<file path="config.mk">
export PLATFORM = sky130hd
export DESIGN_NAME = pipe_stage_chain
export DESIGN_NICKNAME = d
export VERILOG_FILES = /design/src/rtl/pipe_pkg.sv /design/src/rtl/pipe_stage_slice.sv /design/src/rtl/pipe_stage_chain.sv
export SDC_FILE = /design/constraint.sdc
export NUM_CORES = 1
export LEC_CHECK = 0
export BUFFER_PORTS_ARGS = -buffer_cell sky130_fd_sc_hd__buf_2
export CAP_MARGIN = 20
export CORE_AREA = 8 8 111 113
export DETAILED_ROUTE_END_ITERATION = 7
export DIE_AREA = 0 0 119 121
export GPL_TIMING_DRIVEN = 1
export PLACE_DENSITY = 0.85
export RECOVER_POWER = 100
export SLEW_MARGIN = 40
export SYNTH_ARGS = -nofsm -noshare
export SYNTH_HDL_FRONTEND = slang
export SYNTH_SLANG_ARGS = --single-unit
</file>
<file path="constraint.sdc">
create_clock -name clk -period 1 [get_ports clk]
set_input_delay 0.2 -clock clk [delete_from_list [all_inputs] [get_ports clk]]
set_output_delay 0.2 -clock clk [all_outputs]
set_load 0.02 [all_outputs]
</file>
<file path="src/rtl/pipe_pkg.sv">
// Shared constants and helpers for the inter-stage pipeline register chain.
package pipe_pkg;

    localparam logic [31:0] HANDLER_PC_DEFAULT = 32'h0000_4180;
    localparam int unsigned EXC_W              = 5;
    // Widest T_new the decrement helper handles; narrower fields are zero-extended.
    localparam int unsigned TNEW_MAX_W         = 8;

    function automatic logic [TNEW_MAX_W-1:0] tnew_dec(input logic [TNEW_MAX_W-1:0] t);
        return (t == '0) ? '0 : t - TNEW_MAX_W'(1);
    endfunction

endpackage

</file>
<file path="src/rtl/pipe_stage_slice.sv">
// One pipeline register slice: clear > bubble > load > hold, with synchronous active-high reset.
module pipe_stage_slice
    import pipe_pkg::*;
#(
    parameter int unsigned PAYLOAD_W  = 64,
    parameter int unsigned TNEW_W     = 2,
    parameter logic [31:0] HANDLER_PC = HANDLER_PC_DEFAULT
) (
    input  logic                 clk,
    input  logic                 reset,
    input  logic                 clear,
    input  logic                 bubble,
    input  logic                 load,
    input  logic                 in_valid,
    input  logic [PAYLOAD_W-1:0] in_payload,
    input  logic [31:0]          in_pc,
    input  logic [TNEW_W-1:0]    in_tnew,
    input  logic [EXC_W-1:0]     in_exc,
    input  logic                 in_bd,
    output logic                 out_valid,
    output logic [PAYLOAD_W-1:0] out_payload,
    output logic [31:0]          out_pc,
    output logic [TNEW_W-1:0]    out_tnew,
    output logic [EXC_W-1:0]     out_exc,
    output logic                 out_bd
);

    logic                  valid_q,   valid_d;
    logic [PAYLOAD_W-1:0]  payload_q, payload_d;
    logic [31:0]           pc_q,      pc_d;
    logic [TNEW_W-1:0]     tnew_q,    tnew_d;
    logic [EXC_W-1:0]      exc_q,     exc_d;
    logic                  bd_q,      bd_d;
    logic [TNEW_MAX_W-1:0] tnew_next;

    assign tnew_next = tnew_dec(TNEW_MAX_W'(in_tnew));

    always_comb begin
        valid_d   = valid_q;
        payload_d = payload_q;
        pc_d      = pc_q;
        tnew_d    = tnew_q;
        exc_d     = exc_q;
        bd_d      = bd_q;
        if (clear) begin
            valid_d   = 1'b0;
            payload_d = '0;
            pc_d      = HANDLER_PC;
            tnew_d    = '0;
            exc_d     = '0;
            bd_d      = 1'b0;
        end else if (bubble) begin
            // The bubble keeps PC and BD so a later exception still reports a sensible EPC.
            valid_d   = 1'b0;
            payload_d = '0;
            pc_d      = in_pc;
            tnew_d    = '0;
            exc_d     = '0;
            bd_d      = in_bd;
        end else if (load) begin
            valid_d   = in_valid;
            payload_d = in_payload;
            pc_d      = in_pc;
            tnew_d    = tnew_next[TNEW_W-1:0];
            exc_d     = in_exc;
            bd_d      = in_bd;
        end
    end

    always_ff @(posedge clk) begin
        if (reset) begin
            valid_q   <= 1'b0;
            payload_q <= '0;
            pc_q      <= '0;
            tnew_q    <= '0;
            exc_q     <= '0;
            bd_q      <= 1'b0;
        end else begin
            valid_q   <= valid_d;
            payload_q <= payload_d;
            pc_q      <= pc_d;
            tnew_q    <= tnew_d;
            exc_q     <= exc_d;
            bd_q      <= bd_d;
        end
    end

    assign out_valid   = valid_q;
    assign out_payload = payload_q;
    assign out_pc      = pc_q;
    assign out_tnew    = tnew_q;
    assign out_exc     = exc_q;
    assign out_bd      = bd_q;

endmodule

</file>
<file path="src/rtl/pipe_stage_chain.sv">
// DEPTH chained pipeline slices sharing stall/flush/exception control.
// Optional bubble counter enabled by defining PIPE_BUBBLE_CNT_EN.
module pipe_stage_chain
    import pipe_pkg::*;
#(
    parameter int unsigned PAYLOAD_W  = 64,
    parameter int unsigned TNEW_W     = 2,
    parameter int unsigned DEPTH      = 1,
    parameter logic [31:0] HANDLER_PC = HANDLER_PC_DEFAULT,
    parameter int unsigned CNT_W      = 16
) (
    input  logic                      clk,
    input  logic                      reset,
    input  logic                      en,
    input  logic                      flush,
    input  logic                      req,
    input  logic                      in_valid,
    input  logic [PAYLOAD_W-1:0]      in_payload,
    input  logic [31:0]               in_pc,
    input  logic [TNEW_W-1:0]         in_tnew,
    input  logic [EXC_W-1:0]          in_exc,
    input  logic                      in_bd,
    output logic                      out_valid,
    output logic [PAYLOAD_W-1:0]      out_payload,
    output logic [31:0]               out_pc,
    output logic [TNEW_W-1:0]         out_tnew,
    output logic [EXC_W-1:0]          out_exc,
    output logic                      out_bd,
    output logic [DEPTH-1:0]          stage_valid,
    output logic [DEPTH*TNEW_W-1:0]   stage_tnew,
    output logic [CNT_W-1:0]          bubble_cnt
);

    logic [DEPTH-1:0]     s_valid;
    logic [PAYLOAD_W-1:0] s_payload [DEPTH];
    logic [31:0]          s_pc      [DEPTH];
    logic [TNEW_W-1:0]    s_tnew    [DEPTH];
    logic [EXC_W-1:0]     s_exc     [DEPTH];
    logic [DEPTH-1:0]     s_bd;

    for (genvar k = 0; k < DEPTH; k++) begin : g_slice
        logic                 src_valid;
        logic [PAYLOAD_W-1:0] src_payload;
        logic [31:0]          src_pc;
        logic [TNEW_W-1:0]    src_tnew;
        logic [EXC_W-1:0]     src_exc;
        logic                 src_bd;
        logic                 slice_load;
        logic                 slice_bubble;

        if (k == 0) begin : g_head
            assign src_valid    = in_valid;
            assign src_payload  = in_payload;
            assign src_pc       = in_pc;
            assign src_tnew     = in_tnew;
            assign src_exc      = in_exc;
            assign src_bd       = in_bd;
            assign slice_load   = en;
            assign slice_bubble = flush;
        end else begin : g_body
            assign src_valid    = s_valid[k-1];
            assign src_payload  = s_payload[k-1];
            assign src_pc       = s_pc[k-1];
            assign src_tnew     = s_tnew[k-1];
            assign src_exc      = s_exc[k-1];
            assign src_bd       = s_bd[k-1];
            // A flush only bubbles the head; downstream slices keep draining.
            assign slice_load   = en | flush;
            assign slice_bubble = 1'b0;
        end

        pipe_stage_slice #(
            .PAYLOAD_W  (PAYLOAD_W),
            .TNEW_W     (TNEW_W),
            .HANDLER_PC (HANDLER_PC)
        ) u_slice (
            .clk         (clk),
            .reset       (reset),
            .clear       (req),
            .bubble      (slice_bubble),
            .load        (slice_load),
            .in_valid    (src_valid),
            .in_payload  (src_payload),
            .in_pc       (src_pc),
            .in_tnew     (src_tnew),
            .in_exc      (src_exc),
            .in_bd       (src_bd),
            .out_valid   (s_valid[k]),
            .out_payload (s_payload[k]),
            .out_pc      (s_pc[k]),
            .out_tnew    (s_tnew[k]),
            .out_exc     (s_exc[k]),
            .out_bd      (s_bd[k])
        );

        assign stage_tnew[k*TNEW_W +: TNEW_W] = s_tnew[k];
    end

    assign stage_valid = s_valid;
    assign out_valid   = s_valid[DEPTH-1];
    assign out_payload = s_payload[DEPTH-1];
    assign out_pc      = s_pc[DEPTH-1];
    assign out_tnew    = s_tnew[DEPTH-1];
    assign out_exc     = s_exc[DEPTH-1];
    assign out_bd      = s_bd[DEPTH-1];

`ifdef PIPE_BUBBLE_CNT_EN
    logic [CNT_W-1:0] bubble_cnt_q, bubble_cnt_d;

    always_comb begin
        bubble_cnt_d = bubble_cnt_q;
        if (flush && !req && (bubble_cnt_q != '1)) begin
            bubble_cnt_d = bubble_cnt_q + CNT_W'(1);
        end
    end

    always_ff @(posedge clk) begin
        if (reset) begin
            bubble_cnt_q <= '0;
        end else begin
            bubble_cnt_q <= bubble_cnt_d;
        end
    end

    assign bubble_cnt = bubble_cnt_q;
`else
    assign bubble_cnt = '0;
`endif

endmodule

</file>
==> results.md, run 1 <==
- Critical path required time: ~0.80 ns
- Global-route wire length before repair: around 20000 µm
- Vias: 3689
- Final worst-path cycle share: 107.1%
- Worst path top cell family by delay: flip-flops
- Cells after DPL: 738
- Worst hold start: in_exc[1]
- Worst setup margin: -0.07148 ns
- Fmax achieved: around 930 MHz
- CTS tree: built
- Layout cell share with drive strength beyond 1: a little under three fifths
- Reg power frac: 51.7%
- Switching part of the total power: around 25%
- WS Path Type: register to primary output
- Largest net degree at the start of global routing: 73
- Reg-to-reg critical path endpoint: g_slice[0].u_slice.out_pc[29]
- Arrival time worst endpoint: 0.87 ns
- Main combinational cell family by area after synthesis: multiplexers
- GRT Util Overall: between 10% and 20%
- Flops & latches, synth: around 110
- Critical path endpoint category: primary output
- DR iter-0 viols: 231
- Post-synthesis mux area share: ~17%
- Synth top area share: between 50% and 60%
- First drt pass iteration count: 4
- Slowest-stage cell, CP: dfxtp_2
- Nets: 735
- CP cell instances: buf_6
- Antenna Cells: 0
- Initial cell density of the core: 39.00%
- DRC viols: 0
- Reg2reg setup slack: -0.04 ns
- Root buf cell: clkbuf_8
- CTS max path bufs: 2
- Failing checks: negative setup slack
- P per Cell Area: 1330 nW/µm²
- FF/Latch Area: 2205 µm²
- Critical-path maximum fanout: 3
- Status: complete, but fails checks
- Core Region: 10600 µm²
- Die Area: 14400 µm²
- Routed wire per std cell: 16.72 µm
- Slew Limit Fails: 0
- Fin. Hold Viols: 0
- Clock group share of total power: approximately a third
- Setup tns final: -2.271 ns
- Worst-path clk slew: approximately 0.1 ns
- Setup-violating endpoint count in the final report: 106
- Post-synthesis area per instance: just over 10 µm²
- Ranking of synthesized cells by area: dfxtp_1, mux2i_1, nor2_1
- CTS Buf Count: 9
- Unrepaired setup endpoints after global routing: true
- Reg2Reg Launch Point: g_slice[0].u_slice.out_pc[29]
- DP Area: roughly 5200 µm²
- Critical path's largest stage delay: 0.38 ns
- Post-DP HPWL: 8399 µm
- Complex-gate fraction of the synthesized area: under 10%
- Routed wire length: 12880 µm
- P&R area growth vs syn: 54.19%
- Cell Int Power: 6.391 mW
- Final GP Congestion: 0.8164
- Initial antenna violation count: 0
- YS warnings: 0
- Hold EP: g_slice[0].u_slice.out_exc[1]
- Post-Layout Cell Count: 770
- Clock sink count: 105
- Max Clock Skew: 0 ns
- Number of global-route vias before repair: 3818
- Adder-Cell Fraction of Synth Area: 0%
- GRT Residual Overflow: 0
- Clk_lat worst skew: 0.35 ns
- Register area share after synthesis: around half
- Post-synthesis simple-gate area fraction: 14.49%
- Die Span Y: 121 µm
- HP Class: input pin to register
- Minimum clock period: roughly 1.1 ns
- Most frequent cells in the layout: buf_2, buf_6, dfxtp_2, nor2_1, mux2i_1
- Max Cap Viol: 0
- Port Buffers: 217
- Worst vdd ir: 0.6652 mV
- Cell taking the most area after synthesis: dfxtp_1
- Buf+Inv Stages, Crit Path: 1
- # rows: 38
- Cells after Synth: 406
- Filler cells: 856
- ANT nets after route: 0
- P_sw: 2.092 mW
- Synth unique cells: 21
- Die Width: 119 µm
- Pre-CTS setup slack: -0.2967 ns
- Lkg Pwr: 2.945 nW
- Area of the multi-input gates: 1732 µm²
- Mapped Area: between 4000 and 5000 µm²
- Comb pwr share: ~15%
- Hold depth: 3
- H-tree depth: 3
- Reg2reg path depth: 3
- I/O pin total: 234
- Vias/cell: roughly 4.8
- Startpoint type of the worst setup path: register
- Final core area utilization: 60.14%
- Design Area, Final: 6376 µm²
- XOR/XNOR share of the synthesized area: 0%
[repair_timing]
item                       CTS  global route
pin swaps                    0             2
setup endpoints to repair  108           114
buffers inserted             9             7
hold buffers                 0             0
resized for setup          317            12
[state kept, by name (all words and copies together), names as in the netlist]
register	count
g_slice.u_slice.out_valid	1
g_slice.u_slice.out_exc	5
g_slice.u_slice.out_tnew	2
g_slice.u_slice.out_bd	1
g_slice.u_slice.out_pc	32
g_slice.u_slice.out_payload	64
[how the worst max path moves through the flow]
stage / startpoint / cells after the start / end
after floorplan: flush / 5 / g_slice[0].u_slice.out_valid
after global placement: req / 4 / g_slice[0].u_slice.out_tnew[0]
after detailed placement: req / 4 / g_slice[0].u_slice.out_payload[44]
after CTS: g_slice[0].u_slice.out_valid / 1 / out_valid
after global routing: g_slice[0].u_slice.out_tnew[1] / 1 / out_tnew[1]
final: g_slice[0].u_slice.out_tnew[1] / 1 / out_tnew[1]
[layer usage]
| layer | wire (µm) | vias to the layer above | part of all wire (%) | global-route usage (%) |
|---|---|---|---|---|
| li1 | - | 1783 | - | - |
| met1 | 4526 | 1720 | 35 | 16.34 |
| met2 | 6980 | 160 | 54 | 31.26 |
| met3 | 1059 | 26 | 8.2 | 6.282 |
| met4 | 310 | 0 | 2.4 | 7.115 |
| met5 | 0 | - | 0 | 0 |
[cells by family after synthesis]
logic type | after synthesis
multiplexers | 70
AND/OR/NAND/NOR | 113
flip-flops | 105
buffers and inverters | 52
other | 1
AO/OA/AOI/OAI | 65
[synthesized netlist by cell type (all sizes together)]
cell type	n
dfxtp	105
nor2	73
mux2i	70
buf	39
a21oi	32
o21ai	30
or3b	30
clkbuf	13
a211oi	3
nor4	3
nand2b	2
or2	2
conb	1
nand3	1
nand3b	1
or3	1
[through the flow]
| stage | power (mW) | hold slack, ns |
|---|---|---|
| floorplan | 5.151 | 0.2728 |
| global placement | 5.473 | 0.4305 |
| detailed placement | 5.506 | 0.4429 |
| CTS | 8.560 | 0.05045 |
| global route | 8.882 | 0.05200 |
| finish | 8.483 | 0.07853 |
[power by group through the flow]
| stage | clock (mW) | combinational, mW | sequential (mW) |
|---|---|---|---|
| 6_report | 2.86 | 1.24 | 4.38 |
| 5_1_grt | 3.15 | 1.33 | 4.40 |
| 4_1_cts | 2.96 | 1.21 | 4.39 |
| 3_5_place_dp | 0 | 1.07 | 4.44 |
| 3_3_place_gp | 0 | 1.04 | 4.43 |
| 2_1_floorplan | 0 | 0.580 | 4.57 |
[area by class of cell]
class | count | share of cell area (%)
sequential | 105 | 34.58
multi-input combinational | 264 | 27.16
clock inverter | 5 | 1.236
clock buffer | 11 | 2.217
tap | 140 | 2.747
timing repair buffer | 245 | 32.06
Power figures use the tool's default switching activity.
==> inputs of run 2 (changes only) <==
--- a/config.mk
+++ b/config.mk
@@ -9,7 +9,7 @@
 export CAP_MARGIN = 20
-export CORE_AREA = 8 8 111 113
+export CORE_AREA = 8 8 100 125
 export DETAILED_ROUTE_END_ITERATION = 7
-export DIE_AREA = 0 0 119 121
+export DIE_AREA = 0 0 108 133
 export GPL_TIMING_DRIVEN = 1
-export PLACE_DENSITY = 0.85
+export PLACE_DENSITY = 0.79
 export RECOVER_POWER = 100
==> constraint.sdc (replaced) <==
create_clock -name clk -period 1 [get_ports clk]
set_input_delay 0.15 -clock clk [delete_from_list [all_inputs] [get_ports clk]]
set_output_delay 0.15 -clock clk [all_outputs]
set_load 0.02 [all_outputs]
==> run 2 against run 1 <==
Clock power increased by 39%. The run now ends clean. Design area decreased by 3.9%. Count of clock-buffer cells in the layout decreased by 1. Die area decreased by 0.24%. Cell count decreased by 0.52%. Critical endpoint is now out_bd. Sequential share of layout area increased by 0.94 points.
==> results.md, run 2 (synthesis gave the netlist of run 1 again) <==
- Comb pwr share: 12.7% (-2.0 points)
- Largest net degree at the start of global routing: 54 (-26%)
- Final worst-path cycle share: 97.77% (-9.4 points)
- Vias: 3670 (-0.52%)
- GRT Residual Overflow: 0 (unchanged)
- Max Clock Skew: 0 ns (unchanged)
- Switching part of the total power: 22.72% (-1.9 points)
- H-tree depth: 3 (unchanged)
- GRT Util Overall: 15.80% (-0.99 points)
- Arrival time worst endpoint: 0.83 ns (-0.04 ns)
- CTS Buf Count: 9 (unchanged)
- Antenna Cells: 0 (unchanged)
- Reg power frac: 45.6% (-6.1 points)
- Post-DP HPWL: 9373 µm (+12%)
- Buf+Inv Stages, Crit Path: 1 (unchanged)
- Die Area: 14360 µm² (-0.24%)
- First drt pass iteration count: 4 (unchanged)
- Critical-path maximum fanout: 2 (-1)
- CTS max path bufs: 2 (unchanged)
- HP Class: input pin to register
- Filler cells: 895 (+4.6%)
- Clock sink count: 105 (unchanged)
- Clk_lat worst skew: 0.33 ns (-0.02 ns)
- DR iter-0 viols: 110 (-52%)
- Max Cap Viol: 0 (unchanged)
- ANT nets after route: 0 (unchanged)
- Global-route wire length before repair: 18290 µm (-7.1%)
- P per Cell Area: 1561 nW/µm² (+17%)
- Number of global-route vias before repair: 3832 (+0.37%)
- Lkg Pwr: 2.939 nW (-0.20%)
- P&R area growth vs syn: 48.17%
- Die Width: 108 µm (-9.2%)
- Minimum clock period: 0.9777 ns (-0.09378 ns)
- Initial cell density of the core: 39.54% (+0.54 points)
- Cell Int Power: 7.391 mW (+16%)
- Slew Limit Fails: 0 (unchanged)
- FF/Latch Area: 2176 µm² (-1.3%)
- Worst vdd ir: 1.457 mV (+120%)
- Layout cell share with drive strength beyond 1: 51.89% (-4.8 points)
- Root buf cell: clkbuf_16
- Total power: 9.564 mW (+13%)
- Worst path top cell family by delay: flip-flops
- Status: finished, final reports clean
- Clock group share of total power: 41.7% (+8.0 points)
- Fmax achieved: 1023 MHz (+9.6%)
- P_sw: 2.172 mW (+3.8%)
- Most common cell after layout, fill and taps aside: buf_2
- Die Span Y: 133 µm (+9.9%)
- DRC viols: 0 (unchanged)
- Port Buffers: 217 (unchanged)
- Final GP Congestion: 0.8086 (-0.96%)
- Setup-violating endpoint count in the final report: 0 (-100%)
- Setup tns final: 0 ns (+2.271 ns)
- Area of the multi-input gates: 1698 µm² (-2.0%)
- Slowest-stage cell, CP: dfxtp_1
- Routed wire length: 12360 µm (-4.0%)
- Core Region: 10460 µm² (-1.4%)
- Critical path required time: 0.85 ns (+0.05 ns)
- I/O pin total: 234 (unchanged)
- Critical path's largest stage delay: 0.36 ns (-0.02 ns)
- CTS Hold Bufs: 0 (unchanged)
- Most frequent cells in the layout: buf_2, buf_4, nor2_1, mux2i_1, dfxtp_2
- Hold slack: 0.05715 ns (-0.02138 ns)
- WS Path Type: register to primary output
- Reg2reg setup slack: 0.03 ns (+0.07 ns)
- Worst-path clk slew: 0.07 ns (-0.03 ns)
- Startpoint type of the worst setup path: register
- CP cell instances: buf_6
- Routed wire per std cell: 16.14 µm (-3.5%)
- Critical path endpoint category: primary output
- Fin. Hold Viols: 0 (unchanged)
- CTS tree: built
- # rows: 42 (+11%)
- Initial antenna violation count: 0 (unchanged)
- Unrepaired setup endpoints after global routing: true
- Max FFs per register: 64 (unchanged)
- Vias/cell: 4.791 (about the same)
- Nets: 739 (+0.54%)
## run 2: changes by cell type in the layout (fill, tap and decap cells not counted), sizes merged
cell and change:
buf +3, bufinv +1
## run 2: path summary, 6_finish.rpt
path | from | to | depth (start not counted)
min | in_valid | g_slice[0].u_slice.out_valid | 3
min reg2reg | g_slice[0].u_slice.out_tnew[1] | g_slice[0].u_slice.out_tnew[1] | 2
max reg2reg | g_slice[0].u_slice.out_pc[15] | g_slice[0].u_slice.out_pc[15] | 2
max | g_slice[0].u_slice.out_bd | out_bd | 1
## run 2: through the flow
step                area (µm²)  util (%)  std cells  setup WS (ns)
global placement          5395     51.59        750        -0.1979
global route              6127     58.59        766       -0.01317
CTS                       5899     56.41        766      0.0004085
finish                    6127     58.59        766        0.02229
detailed placement        5395     51.59        750        -0.2475
floorplan                 4197         -        421      -0.002697
## run 2: what timing repair did
action | in CTS | in global routing
hold endpoints to repair | 0 | 0
endpoints found under the setup margin | 54 | 95
resized for setup | 69 | 118
setup buffers | 0 | 0
## run 2: power groups by stage
stage               Clock, mW  Sequential, mW  Combinational [mW]
floorplan                   0            4.57               0.571
global placement            0            4.43                1.11
detailed placement          0            4.44                1.15
CTS                      4.06            4.35                1.18
global route             4.24            4.38                1.31
finish                   3.98            4.36                1.21
## run 2: area by class of cell
cell class	instances	area share [%]
sequential	105	35.51
clock buffer	10	3.900
timing repair buffer	249	28.47
multi-input combinational	264	27.71
tap	132	2.696
clock inverter	6	1.715
## run 2: routing by layer
metal / up-vias / routed length (µm) / track usage (%)
met5: - / 0 / 0
met4: 0 / 316 / 6.729
li1: 1795 / - / -
met3: 23 / 1254 / 6.414
met1: 1698 / 4134 / 14.64
met2: 154 / 6655 / 29.13
==> inputs of run 3 (changes only) <==
HOLD_SLACK_MARGIN = 0.15   (was default)
PLACE_DENSITY = 0.86   (was 0.79)
==> run 3 against run 2 <==
First-iteration DRC count up 25%. Register-to-register slack about the same. Sequential power about the same. Critical endpoint is now out_pc[2]. Largest cell class is now buffers. Largest power group unchanged.
==> results.md, run 3 (synthesis gave the netlist of run 1 again) <==
- Vias: 4230 (+15%)
- P per Cell Area: 1341 nW/µm² (-14%)
- Hold slack: 0.2810 ns (+0.2238 ns)
- Slew Limit Fails: 0 (unchanged)
- Port Buffers: 217 (unchanged)
- Critical-path maximum fanout: 2 (unchanged)
- CP cell instances: buf_4
- P&R area growth vs syn: 70.86%
- Max FFs per register: 64 (unchanged)
- Post-DP HPWL: 9282 µm (-0.97%)
- Clock sink count: 105 (unchanged)
- HP Class: input pin to register
- Number of global-route vias before repair: 4645 (+21%)
- Die Area: 14360 µm² (unchanged)
- Critical path required time: 0.85 ns (about the same)
- Final GP Congestion: 0.7743 (-4.2%)
- Clk_lat worst skew: 0.34 ns (about the same)
- Critical path endpoint category: primary output
- Vias/cell: 4.896 (+2.2%)
- WS Path Type: register to primary output
- CTS Buf Count: 9 (unchanged)
- ANT nets after route: 0 (unchanged)
- Worst path top cell family by delay: flip-flops
- Most common cell after layout, fill and taps aside: buf_2
- Setup-violating endpoint count in the final report: 0 (unchanged)
- Initial cell density of the core: 39.54% (unchanged)
- CTS tree: built
- Status: finished, final reports clean
- FF/Latch Area: 2188 µm² (+0.57%)
- Die Width: 108 µm (unchanged)
- DR iter-0 viols: 138 (+25%)
- Post-Layout Cell Count: 864 (+13%)
- Layout cell share with drive strength beyond 1: 44.86% (-7.0 points)
- Worst vdd ir: 1.028 mV (-29%)
- Minimum clock period: 0.9975 ns (+0.01978 ns)
- CTS max path bufs: 2 (unchanged)
- Fin. Hold Viols: 0 (unchanged)
- Area of the multi-input gates: 1704 µm² (+0.37%)
- GRT Residual Overflow: 0 (unchanged)
- Arrival time worst endpoint: 0.85 ns (+0.02 ns)
- # rows: 42 (unchanged)
- Root buf cell: clkbuf_16
- Worst-path clk slew: 0.07 ns (about the same)
- Initial antenna violation count: 3 (+3)
- Buf+Inv Stages, Crit Path: 1 (unchanged)
- Nets: 834 (+13%)
- GRT Util Overall: 20.73% (+4.9 points)
- Most frequent cells in the layout: buf_2, dlygate4sd3_1, buf_4, nor2_1, mux2i_1
- Die Span Y: 133 µm (unchanged)
- Max Clock Skew: 0 ns (unchanged)
- Setup tns final: 0 ns (unchanged)
- Lkg Pwr: 3.297 nW (+12%)
- First drt pass iteration count: 5 (+1)
- Critical path's largest stage delay: 0.35 ns (about the same)
- Max Cap Viol: 0 (unchanged)
- Core Region: 10460 µm² (unchanged)
- Slowest-stage cell, CP: dfxtp_1
- Fmax achieved: 1003 MHz (-2.0%)
- Cells after DPL: 737 (-1.7%)
- H-tree depth: 3 (unchanged)
- Routed wire length: 15690 µm (+27%)
- Final worst-path cycle share: 99.75% (+2.0 points)
- Global-route wire length before repair: 23690 µm (+30%)
- Routed wire per std cell: 18.16 µm (+13%)
- Startpoint type of the worst setup path: register
- Unrepaired setup endpoints after global routing: true
- I/O pin total: 234 (unchanged)
- Filler cells: 706 (-21%)
- Largest net degree at the start of global routing: 65 (+20%)
- DRC viols: 0 (unchanged)
[run 3: changes by cell type in the layout (fill, tap and decap cells not counted), sizes merged]
cell,previous run,this run
buf,248,236
inv,0,1
diode,0,3
clkinvlp,0,2
dlygate4sd3,0,106
bufinv,3,1
[run 3: power breakdown]
group          switching, mW  total (mW)  internal [mW]
Sequential            0.0654        4.36           4.30
Clock                   1.60        3.57           1.96
Combinational          0.729        1.55          0.818
Total                   2.40        9.48           7.08
[run 3: what timing repair did]
item                                   in CTS  in global routing
pin swaps                                   1                  1
gates resized for setup                    93                105
setup endpoints to repair                  75                 82
setup buffers                               0                  2
endpoints found under the hold margin     105                  0
hold buffers                              106                  0
[run 3: final timing paths]
kind	slack, ns	cells after the start	end	start
max	0.003	1	out_pc[2]	g_slice[0].u_slice.out_pc[2]
min reg2reg	0.49	2	g_slice[0].u_slice.out_tnew[1]	g_slice[0].u_slice.out_tnew[1]
min	0.28	4	g_slice[0].u_slice.out_pc[7]	req
max reg2reg	0.03	2	g_slice[0].u_slice.out_pc[17]	g_slice[0].u_slice.out_pc[17]
[run 3: layout make-up]
type                    count  area share (%)
well taps                 132           2.338
diodes                      3          0.1063
clock buffers               9           3.188
flip-flops and latches    105           30.97
clock inverters             7           1.133
multi-input cells         264           24.12
repair buffers            344           38.14
[run 3: per-stage QoR]
stage	worst slack, ns	util [%]	total power, mW	cell area (µm²)
3_5_place_dp	-0.2419	50.54	5.542	5285
2_1_floorplan	-0.002697	-	5.142	4197
4_1_cts	0.0002969	65.75	9.456	6875
6_report	0.002514	67.56	9.477	7066
3_3_place_gp	-0.1905	50.54	5.494	5285
5_1_grt	-0.03561	67.56	9.821	7066
[run 3: routing by layer]
layer	wire length [µm]	up-vias	share of wire (%)	track usage (%)
met5	0	-	0	0
met4	778	0	5.0	13.23
met3	1141	62	7.3	6.706
met2	8644	186	55	37.97
met1	5124	1981	33	18.80
li1	-	2001	-	-
